===== src/rtl/sdspi_wrseq.sv =====
// SD-SPI single-block write sequencer: CMD24, tx-data engine run, optional CMD13.
// Ports: bus side (start/sector/lgblksz/fifo -> busy/done/err/response),
//        command engine (stb/cmd/arg <- busy/done/r1), tx-data engine
//        (start/lgblksz/fifo/abort <- busy/rxvalid/response).
module sdspi_wrseq #(
  parameter int LGTIMEOUT = 24,
  parameter bit OPT_CMD13 = 1'b1
) (
  input  logic        i_clk,
  input  logic        i_reset_n,
  input  logic        i_start,
  input  logic [31:0] i_sector,
  input  logic [3:0]  i_lgblksz,
  input  logic        i_fifo,
  output logic        o_busy,
  output logic        o_done,
  output logic [2:0]  o_err,
  output logic [7:0]  o_response,
  output logic        o_cmd_stb,
  output logic [5:0]  o_cmd,
  output logic [31:0] o_cmd_arg,
  input  logic        i_cmd_busy,
  input  logic        i_cmd_done,
  input  logic [7:0]  i_cmd_r1,
  output logic        o_tx_start,
  output logic [3:0]  o_tx_lgblksz,
  output logic        o_tx_fifo,
  output logic        o_tx_abort,
  input  logic        i_tx_busy,
  input  logic        i_tx_rxvalid,
  input  logic [7:0]  i_tx_response
);

  typedef enum logic [2:0] {
    S_IDLE, S_CMD24, S_R1W, S_TXS,
    S_TXW, S_CMD13, S_R1W13, S_FIN
  } state_t;

  state_t               state_q, state_d;
  logic [31:0]          sector_q, sector_d;
  logic [3:0]           lg_q, lg_d;
  logic                 fifo_q, fifo_d;
  logic [2:0]           err_q, err_d;
  logic [7:0]           resp_q, resp_d;
  logic                 go_q, go_d;
  logic                 seen_q, seen_d;
  logic [2:0]           perr_q, perr_d;
  logic [LGTIMEOUT-1:0] cnt_q, cnt_d;

  logic       cnt_max;
  logic       in_tx;
  logic [2:0] tok_dec;
  logic       ev_seen;
  logic [2:0] ev_err;

  assign cnt_max = &cnt_q;
  assign in_tx   = (state_q == S_TXS) || (state_q == S_TXW);

  always_comb begin
    unique case (i_tx_response[3:1])
      3'b010:  tok_dec = 3'd0;
      3'b101:  tok_dec = 3'd2;
      3'b110:  tok_dec = 3'd3;
      default: tok_dec = 3'd5;
    endcase
  end

  always_comb begin
    state_d  = state_q;
    sector_d = sector_q;
    lg_d     = lg_q;
    fifo_d   = fifo_q;
    err_d    = err_q;
    resp_d   = resp_q;
    go_d     = go_q;
    seen_d   = seen_q;
    perr_d   = perr_q;
    cnt_d    = cnt_q;
    // A token arriving on the same clock as busy falling still counts.
    ev_seen  = seen_q || i_tx_rxvalid;
    ev_err   = i_tx_rxvalid ? tok_dec : perr_q;
    if (in_tx && !cnt_max)
      cnt_d = cnt_q + {{(LGTIMEOUT-1){1'b0}}, 1'b1};
    unique case (state_q)
      S_IDLE: begin
        if (i_start) begin
          sector_d = i_sector;
          lg_d     = i_lgblksz;
          fifo_d   = i_fifo;
          err_d    = 3'd0;
          resp_d   = 8'd0;
          state_d  = S_CMD24;
        end
      end
      S_CMD24: begin
        if (!i_cmd_busy) state_d = S_R1W;
      end
      S_R1W: begin
        if (i_cmd_done) begin
          if (i_cmd_r1 != 8'd0) begin
            err_d   = 3'd1;
            resp_d  = i_cmd_r1;
            state_d = S_FIN;
          end else begin
            cnt_d   = '0;
            go_d    = !i_tx_busy;
            seen_d  = 1'b0;
            perr_d  = 3'd0;
            state_d = S_TXS;
          end
        end
      end
      S_TXS: begin
        if (cnt_max) begin
          err_d   = 3'd4;
          go_d    = 1'b0;
          state_d = S_FIN;
        end else if (!go_q) begin
          // Engine still busy from before: hold off start until it clears.
          go_d = !i_tx_busy;
        end else if (i_tx_busy) begin
          go_d    = 1'b0;
          state_d = S_TXW;
        end
      end
      S_TXW: begin
        if (cnt_max) begin
          err_d   = 3'd4;
          state_d = S_FIN;
        end else begin
          if (i_tx_rxvalid) begin
            resp_d = i_tx_response;
            seen_d = 1'b1;
            perr_d = tok_dec;
          end
          if (!i_tx_busy) begin
            if (!ev_seen) begin
              err_d   = 3'd5;
              state_d = S_FIN;
            end else if (ev_err != 3'd0) begin
              err_d   = ev_err;
              state_d = S_FIN;
            end else if (OPT_CMD13) begin
              state_d = S_CMD13;
            end else begin
              err_d   = 3'd0;
              state_d = S_FIN;
            end
          end
        end
      end
      S_CMD13: begin
        if (!i_cmd_busy) state_d = S_R1W13;
      end
      S_R1W13: begin
        if (i_cmd_done) begin
          if (i_cmd_r1 != 8'd0) begin
            err_d  = 3'd6;
            resp_d = i_cmd_r1;
          end else begin
            err_d  = 3'd0;
          end
          state_d = S_FIN;
        end
      end
      S_FIN: state_d = S_IDLE;
      default: state_d = S_IDLE;
    endcase
  end

  always_ff @(posedge i_clk or negedge i_reset_n) begin
    if (!i_reset_n) begin
      state_q  <= S_IDLE;
      sector_q <= 32'd0;
      lg_q     <= 4'd0;
      fifo_q   <= 1'b0;
      err_q    <= 3'd0;
      resp_q   <= 8'd0;
      go_q     <= 1'b0;
      seen_q   <= 1'b0;
      perr_q   <= 3'd0;
      cnt_q    <= '0;
    end else begin
      state_q  <= state_d;
      sector_q <= sector_d;
      lg_q     <= lg_d;
      fifo_q   <= fifo_d;
      err_q    <= err_d;
      resp_q   <= resp_d;
      go_q     <= go_d;
      seen_q   <= seen_d;
      perr_q   <= perr_d;
      cnt_q    <= cnt_d;
    end
  end

  assign o_busy       = (state_q != S_IDLE) && (state_q != S_FIN);
  assign o_done       = (state_q == S_FIN);
  assign o_err        = err_q;
  assign o_response   = resp_q;
  assign o_cmd_stb    = (state_q == S_CMD24) || (state_q == S_CMD13);
  assign o_cmd        = (state_q == S_CMD24) ? 6'd24 :
                        (state_q == S_CMD13) ? 6'd13 : 6'd0;
  assign o_cmd_arg    = (state_q == S_CMD24) ? sector_q : 32'd0;
  assign o_tx_start   = (state_q == S_TXS) && go_q && !cnt_max;
  assign o_tx_lgblksz = lg_q;
  assign o_tx_fifo    = fifo_q;
  assign o_tx_abort   = in_tx && cnt_max;

endmodule


===== config.mk =====
export PLATFORM = sky130hd
export DESIGN_NAME = sdspi_wrseq
export DESIGN_NICKNAME = d
export VERILOG_FILES = /design/src/rtl/sdspi_wrseq.sv
export SDC_FILE = /design/constraint.sdc
export NUM_CORES = 1
export LEC_CHECK = 0
export ABC_CLOCK_PERIOD_IN_PS = 7200
export CAP_MARGIN = 10
export CORE_ASPECT_RATIO = 0.8
export CORE_MARGIN = 10
export CORE_UTILIZATION = 40
export DETAILED_ROUTE_END_ITERATION = 10
export PLACE_DENSITY = 0.69
export SLEW_MARGIN = 20
export SYNTH_ARGS = -nofsm -noshare
export SYNTH_HDL_FRONTEND = slang
export SYNTH_SLANG_ARGS = --single-unit

===== constraint.sdc =====
create_clock -name i_clk -period 7.2 [get_ports i_clk]
set_input_delay 0.72 -clock i_clk [delete_from_list [all_inputs] [get_ports i_clk]]
set_output_delay 0.72 -clock i_clk [all_outputs]
set_load 0.05 [all_outputs]

==> results_dict.tcl, run 1 <==
set metrics [dict create \
    clock_power_share_pct 20.4 \
    ant_nets 0 \
    p_leak_nw 2.52 \
    rsz0062_at_grt "no" \
    multi_input_area_mm2 0.00212 \
    clk_path_buf_depth 2 \
    synthSimpleGateAreaFrac_pct 19.1 \
    dr.pass1.iters 5 \
    cts_tree "built" \
    slowest_delay_ps 840 \
    synth_top_family_by_area "simple AND/OR/NAND/NOR gates" \
    synthMuxAreaShare_pct 13.5 \
    fin_hold_ws_ps 401 \
    pwr-share-seq_pct 31.1 \
    path_class "register to primary output" \
    crit_family "simple AND/OR/NAND/NOR gates" \
    worstPathRequired_ps 6480 \
    synth_compound_area_share_pct 13.0 \
    postCtsSetupRepairBufs 0 \
    drt-total-wl_mm 12.0 \
    fin_setup_tns_ps 0 \
    grt_pass1_vias 3726 \
    setup_violations 0 \
    cts.clk_slew.worst_paths_ps 60 \
    grt_overflow 0 \
    crit_chain "nor2b_4 -> and3_1 -> clkdlybuf4s50_1" \
    start_util_pct 41.4 \
    antenna_cells 0 \
    synth_edf_count 0 \
    via_per_inst 5.45 \
    synth_xor_area_share_pct 3.27 \
    slowest_stage "clkdlybuf4s50_1" \
    worst_setup_path_start_kind "register" \
    worstRegToRegCells 5 \
    drive_gt1_share_pct 6.38 \
    gp_congestion 0.807 \
    core_mm2 0.0104 \
    period_needed_ps 3720 \
    wl_per_cell_um 18.2 \
    antenna_found_initial 0 \
    grt_util_all_layers_pct 15.7 \
    area_delta_synth_final_pct 37.5 \
    maxSlewViolCount 0 \
    numClockSinks 80 \
    fillCellCount 907 \
    syn_area_per_cell_um2 10.4 \
    regArea_mm2 0.00200 \
    ys_warn_count 0 \
    cp-endpoint "o_cmd_arg[8]" \
    ys_types 58 \
    dieArea_mm2 0.0153 \
    die_h_um 113 \
    ctsResizeCount 0 \
    first_iter_violations 211 \
    drcViolationCount 0 \
    period_share_pct 51.6 \
    cp_max_fo 37 \
    rows 33 \
    io_buffer_count 116 \
    cp.depth 3 \
    synth_fa_ha_area_share_pct 0.292 \
    fmax_mhz 269 \
    outcome "completed" \
    ctsRootBufferMaster "clkbuf_16" \
    layout_common_cells "clkdlybuf4s50_1, dfrtp_1, mux2_1, and3_1, nor2_1" \
    switching_share_pct 43.4 \
    p_int_mw 1.55 \
    numCtsBuffers 9 \
    power_density_mw_per_mm2 463 \
    arrival_ps 3000 \
    ys_ff_latch 80 \
    cts_max_level 3 \
    die_x_um 136 \
    ioPinCount 119 \
    r2r_setup_slack_ps 4350 \
    rr_startpoint "state_q[0]" \
    postCtsHoldBufs 0 \
    worst_clock_skew_ps 8.75 \
    endpoint_kind "primary output" \
    layout_commonest_cell "clkdlybuf4s50_1" \
    slew-limit-headroom_pct 47.5 \
    syn-cell-area_mm2 0.00429 \
    crit_start "state_q[0]" \
    crit_buf_inv 1 \
    ir_drop_mv 0.200 \
    nNetsFinal 573 \
    clock_latency_ps 340 \
    synthCells 413 \
    cap_violations 0 \
    synth_ff_type "dfrtp_1" \
    async_reset_ff_share_pct 100 \
    pwr-share-comb_pct 48.5 \
    worstReg2RegEnd "cnt_q[21]" \
    finalHoldViolCount 0 \
    switching_power_mw 1.18 \
    hold_path_class "input port to asynchronous set/reset pin" \
    grt_max_degree 81 \
    via_count 3581 \
    grt_pass1_wl_mm 19.6 \
    ys_seq_area_share_pct 46.7 \
    place.detailed.hpwl_mm 8.66 \
    worst_pin_slew_ps 787 \
]
## per-layer routing
metal | vias up | GRT usage (%) | wire (um)
li1 | 1705 | - | -
met1 | 1736 | 19.7 | 5050
met2 | 126 | 24.4 | 5630
met3 | 14 | 5.93 | 1090
met4 | 0 | 5.09 | 181
met5 | - | 0 | 0
## cells in the mapped netlist (6+ instances only)
master	count	area, um^2
dfrtp_1	80	2000
mux2_1	43	484
and3_1	39	244
clkbuf_1	25	93.8
nor2_1	24	90.1
nand2_1	23	86.3
a21oi_1	18	90.1
xnor2_1	16	140
nand3_1	13	65.1
a22o_1	10	87.6
inv_1	9	33.8
a211oi_1	7	52.6
nor4_1	6	37.5
## layout make-up
type | instances | area share [%]
clock buffers | 9 | 3.82
inverters | 9 | 0.573
flip-flops and latches | 80 | 34.0
multi-input cells | 292 | 36.0
clock inverters | 7 | 2.42
well taps | 140 | 2.97
repair buffers | 120 | 20.2
## flip-flops by register name, indices dropped and copies added, names as in the netlist, 3 cells and up
name / flops
sector_q: 32
cnt_q: 24
o_response: 8
perr_q: 3
o_err: 3
o_tx_lgblksz: 4
state_q: 3
## power by group through the flow
stage                     combinational, mW  clock, mW  sequential, mW
after CTS                              1.33      0.572           0.845
after detailed placement               1.32          0           0.849
final                                  1.32      0.558           0.849
after global routing                   1.44      0.591           0.882
after global placement                 1.30          0           0.840
after floorplan                       0.852          0           0.915
## through the flow
stage	worst slack [ps]	cells	cell area (um^2)	utilization [%]	power (mW)
3_5_place_dp	3530	641	5520	53.3	2.17
5_1_grt	3260	657	5900	56.9	2.91
2_1_floorplan	3930	414	4290	-	1.77
6_report	3480	657	5900	56.9	2.73
4_1_cts	3170	657	5890	56.8	2.75
3_3_place_gp	3590	641	5520	53.3	2.14
## worst reg2reg max path, cell delays in order, from the launching register on
cell	delay (ps)
dfrtp_1	830
nand3b_1	320
a2111oi_2	420
or4b_1	610
or4_1	450
a21oi_1	150
## cells by family after synthesis
logic type,count (synthesis)
AND/OR/NAND/NOR,146
flip-flops,80
AO/OA/AOI/OAI,75
multiplexers,52
buffers and inverters,42
XOR/XNOR,16
adder cells (fa/ha/maj),1
other,1
## worst min-delay path by stage
stage	slack, ps	from	depth (start not counted)	endpoint
floorplan	420	i_reset_n	0	cnt_q[0]
global placement	460	sector_q[5]	1	sector_q[5]
detailed placement	470	sector_q[23]	1	sector_q[23]
CTS	480	sector_q[23]	1	sector_q[23]
global route	490	i_reset_n	1	cnt_q[17]
finish	400	i_reset_n	1	cnt_q[4]
(Power assumes the default switching activity.)
==> run 2, diff against run 1 <==
--- a/config.mk
+++ b/config.mk
@@ -5,13 +5,13 @@
 export SDC_FILE = /design/constraint.sdc
 export NUM_CORES = 1
 export LEC_CHECK = 0
-export ABC_CLOCK_PERIOD_IN_PS = 7200
+export ABC_CLOCK_PERIOD_IN_PS = 3200
 export CAP_MARGIN = 10
 export CORE_ASPECT_RATIO = 0.8
 export CORE_MARGIN = 10
 export CORE_UTILIZATION = 40
 export DETAILED_ROUTE_END_ITERATION = 10
-export PLACE_DENSITY = 0.69
+export PLACE_DENSITY = 0.71
 export SLEW_MARGIN = 20
 export SYNTH_ARGS = -nofsm -noshare
 export SYNTH_HDL_FRONTEND = slang
==> constraint.sdc (replaced) <==
create_clock -name i_clk -period 3.2 [get_ports i_clk]
set_input_delay 0.32 -clock i_clk [delete_from_list [all_inputs] [get_ports i_clk]]
set_output_delay 0.32 -clock i_clk [all_outputs]
set_load 0.05 [all_outputs]
==> run 2 against run 1 <==
Setup slack got worse by 3000 ps. Worst hold slack improved by 61 ps. Clock power increased by 110%. Sequential share of layout area increased by 0.33 points. Highest routed layer unchanged. Non-clock buffer count increased by 6. Total power increased by 120%. Clock skew decreased by 1.7 ps. First-iteration DRC count increased by 25%. Die area unchanged. Largest power group unchanged. Critical path depth increased by 2.
==> results_dict.tcl, run 2 (synthesized netlist as in run 1, its figures left out) <==
set metrics [dict create \
    outcome "completed" \
    antenna_cells 0 \
    setup_violations 0 \
    cap_violations 0 \
    crit_family "simple AND/OR/NAND/NOR gates" \
    ctsResizeCount 0 \
    period_needed_ps 2760 \
    fin_ws_ps 441 \
    grt_util_all_layers_pct 15.4 \
    power_density_mw_per_mm2 1030 \
    die_x_um 136 \
    largest_reg_flops 32 \
    cp_max_fo 16 \
    slew-limit-headroom_pct 40.5 \
    first_iter_violations 263 \
    wl_per_cell_um 18.0 \
    grt_overflow 0 \
    cts_max_level 3 \
    crit_chain "and4_1 -> and3_1 -> nand2_1 -> nor2_1 -> buf_12" \
    drive_gt1_share_pct 14.7 \
    dieArea_mm2 0.0153 \
    nNetsFinal 579 \
    layout_commonest_cell "dfrtp_1" \
    finalPower_mw 6.01 \
    ioPinCount 119 \
    path_class "register to primary output" \
    hold_path_class "input port to asynchronous set/reset pin" \
    antenna_found_initial 0 \
    grt_pass1_vias 3766 \
    drt-total-wl_mm 11.9 \
    fin_setup_tns_ps 0 \
    arrival_ps 2440 \
    maxSlewViolCount 0 \
    via_count 3619 \
    ir_drop_mv 0.492 \
    gp_congestion 0.906 \
    worst_pin_slew_ps 891 \
    rsz0062_at_grt "no" \
    die_h_um 113 \
    rows 33 \
    crit_buf_inv 1 \
    via_per_inst 5.46 \
    slowest_delay_ps 580 \
    placed_cells 645 \
    layoutNonFillerInstCount 663 \
    ctsRootBufferMaster "clkbuf_16" \
    fmax_mhz 362 \
    place.detailed.hpwl_mm 8.75 \
    start_util_pct 41.4 \
    clk_path_buf_depth 2 \
    core_mm2 0.0104 \
    layout_common_cells "dfrtp_1, clkdlybuf4s50_1, buf_4, mux2_1, and3_1" \
    worst_setup_path_start_kind "register" \
    grt_pass1_wl_mm 19.4 \
    numCtsBuffers 9 \
    finalHoldViolCount 0 \
    place_ws_ps 570 \
    ant_nets 0 \
    period_share_pct 86.2 \
    cts_tree "built" \
    dr.pass1.iters 4 \
    clock_latency_ps 340 \
    slowest_stage "and3_1" \
    endpoint_kind "primary output" \
    area_delta_synth_final_pct 36.2 \
    worst_clock_skew_ps 7.10 \
    drcViolationCount 0 \
    fillCellCount 913 \
    largest_register "sector_q" \
    cts.clk_slew.worst_paths_ps 60 \
    p_leak_nw 2.61 \
    io_buffer_count 116 \
    grt_max_degree 81 \
    numClockSinks 80 \
    worstPathRequired_ps 2880 \
]
-- run 2: changes by cell type in the layout (fill, tap and decap cells not counted), sizes merged --
cell           change
buf               +44
bufinv             -2
clkbuf             +2
clkdlybuf4s50     -39
clkinv             -2
clkinvlp           +1
dlygate4sd3        +1
inv                +1
-- run 2: path summary, 6_finish.rpt --
path,start,endpoint,slack (ps),depth (start not counted)
hold / removal,i_reset_n,sector_q[10],460,2
min in group i_clk,sector_q[26],sector_q[26],480,1
setup reg to reg,state_q[2],cnt_q[21],570,5
max in group asynchronous,i_reset_n,o_response[3],2140,3
hold reg to reg,sector_q[26],sector_q[26],480,1
setup / recovery,cnt_q[8],o_tx_abort,440,5
-- run 2: area by class of cell --
type	instances	area, um^2	area share [%]
tap	140	175	3.00
inverter	9	33.8	0.579
clock buffer	11	253	4.33
clock inverter	5	85.1	1.46
sequential	80	2000	34.3
multi-input combinational	292	2120	36.3
timing repair buffer	126	1170	20.1
-- run 2: where the power goes --
group          internal, mW  switching (mW)
Clock                 0.731           0.418
Combinational          1.13            1.89
Sequential             1.48           0.355
-- run 2: worst register-to-register path, stage by stage (launching register included) --
cell and delay (ps):
dfrtp_1 560, or3b_4 460, a2111oi_2 320, or4b_1 610, or4_1 450, a21oi_1 160
-- run 2: per-stage QoR --
step           cell area [um^2]  util [%]  hold slack (ps)
2_1_floorplan              4290         -             24.4
4_1_cts                    5800      56.0              199
3_3_place_gp               5460      52.7              459
3_5_place_dp               5460      52.7              468
6_report                   5840      56.3              462
5_1_grt                    5840      56.3              488
-- run 2: per-layer routing --
metal  up-vias  wire, um  global-route usage (%)
li1       1714         -                       -
met1      1770      5190                    19.1
met2       125      5500                    23.9
met3        10      1100                    6.60
met4         0       117                    4.58
met5         -         0                       0
-- run 2: repair_timing --
action | CTS | global route
buffers inserted | 0 | 0
hold endpoints to repair | 0 | 30
hold buffers | 0 | 1
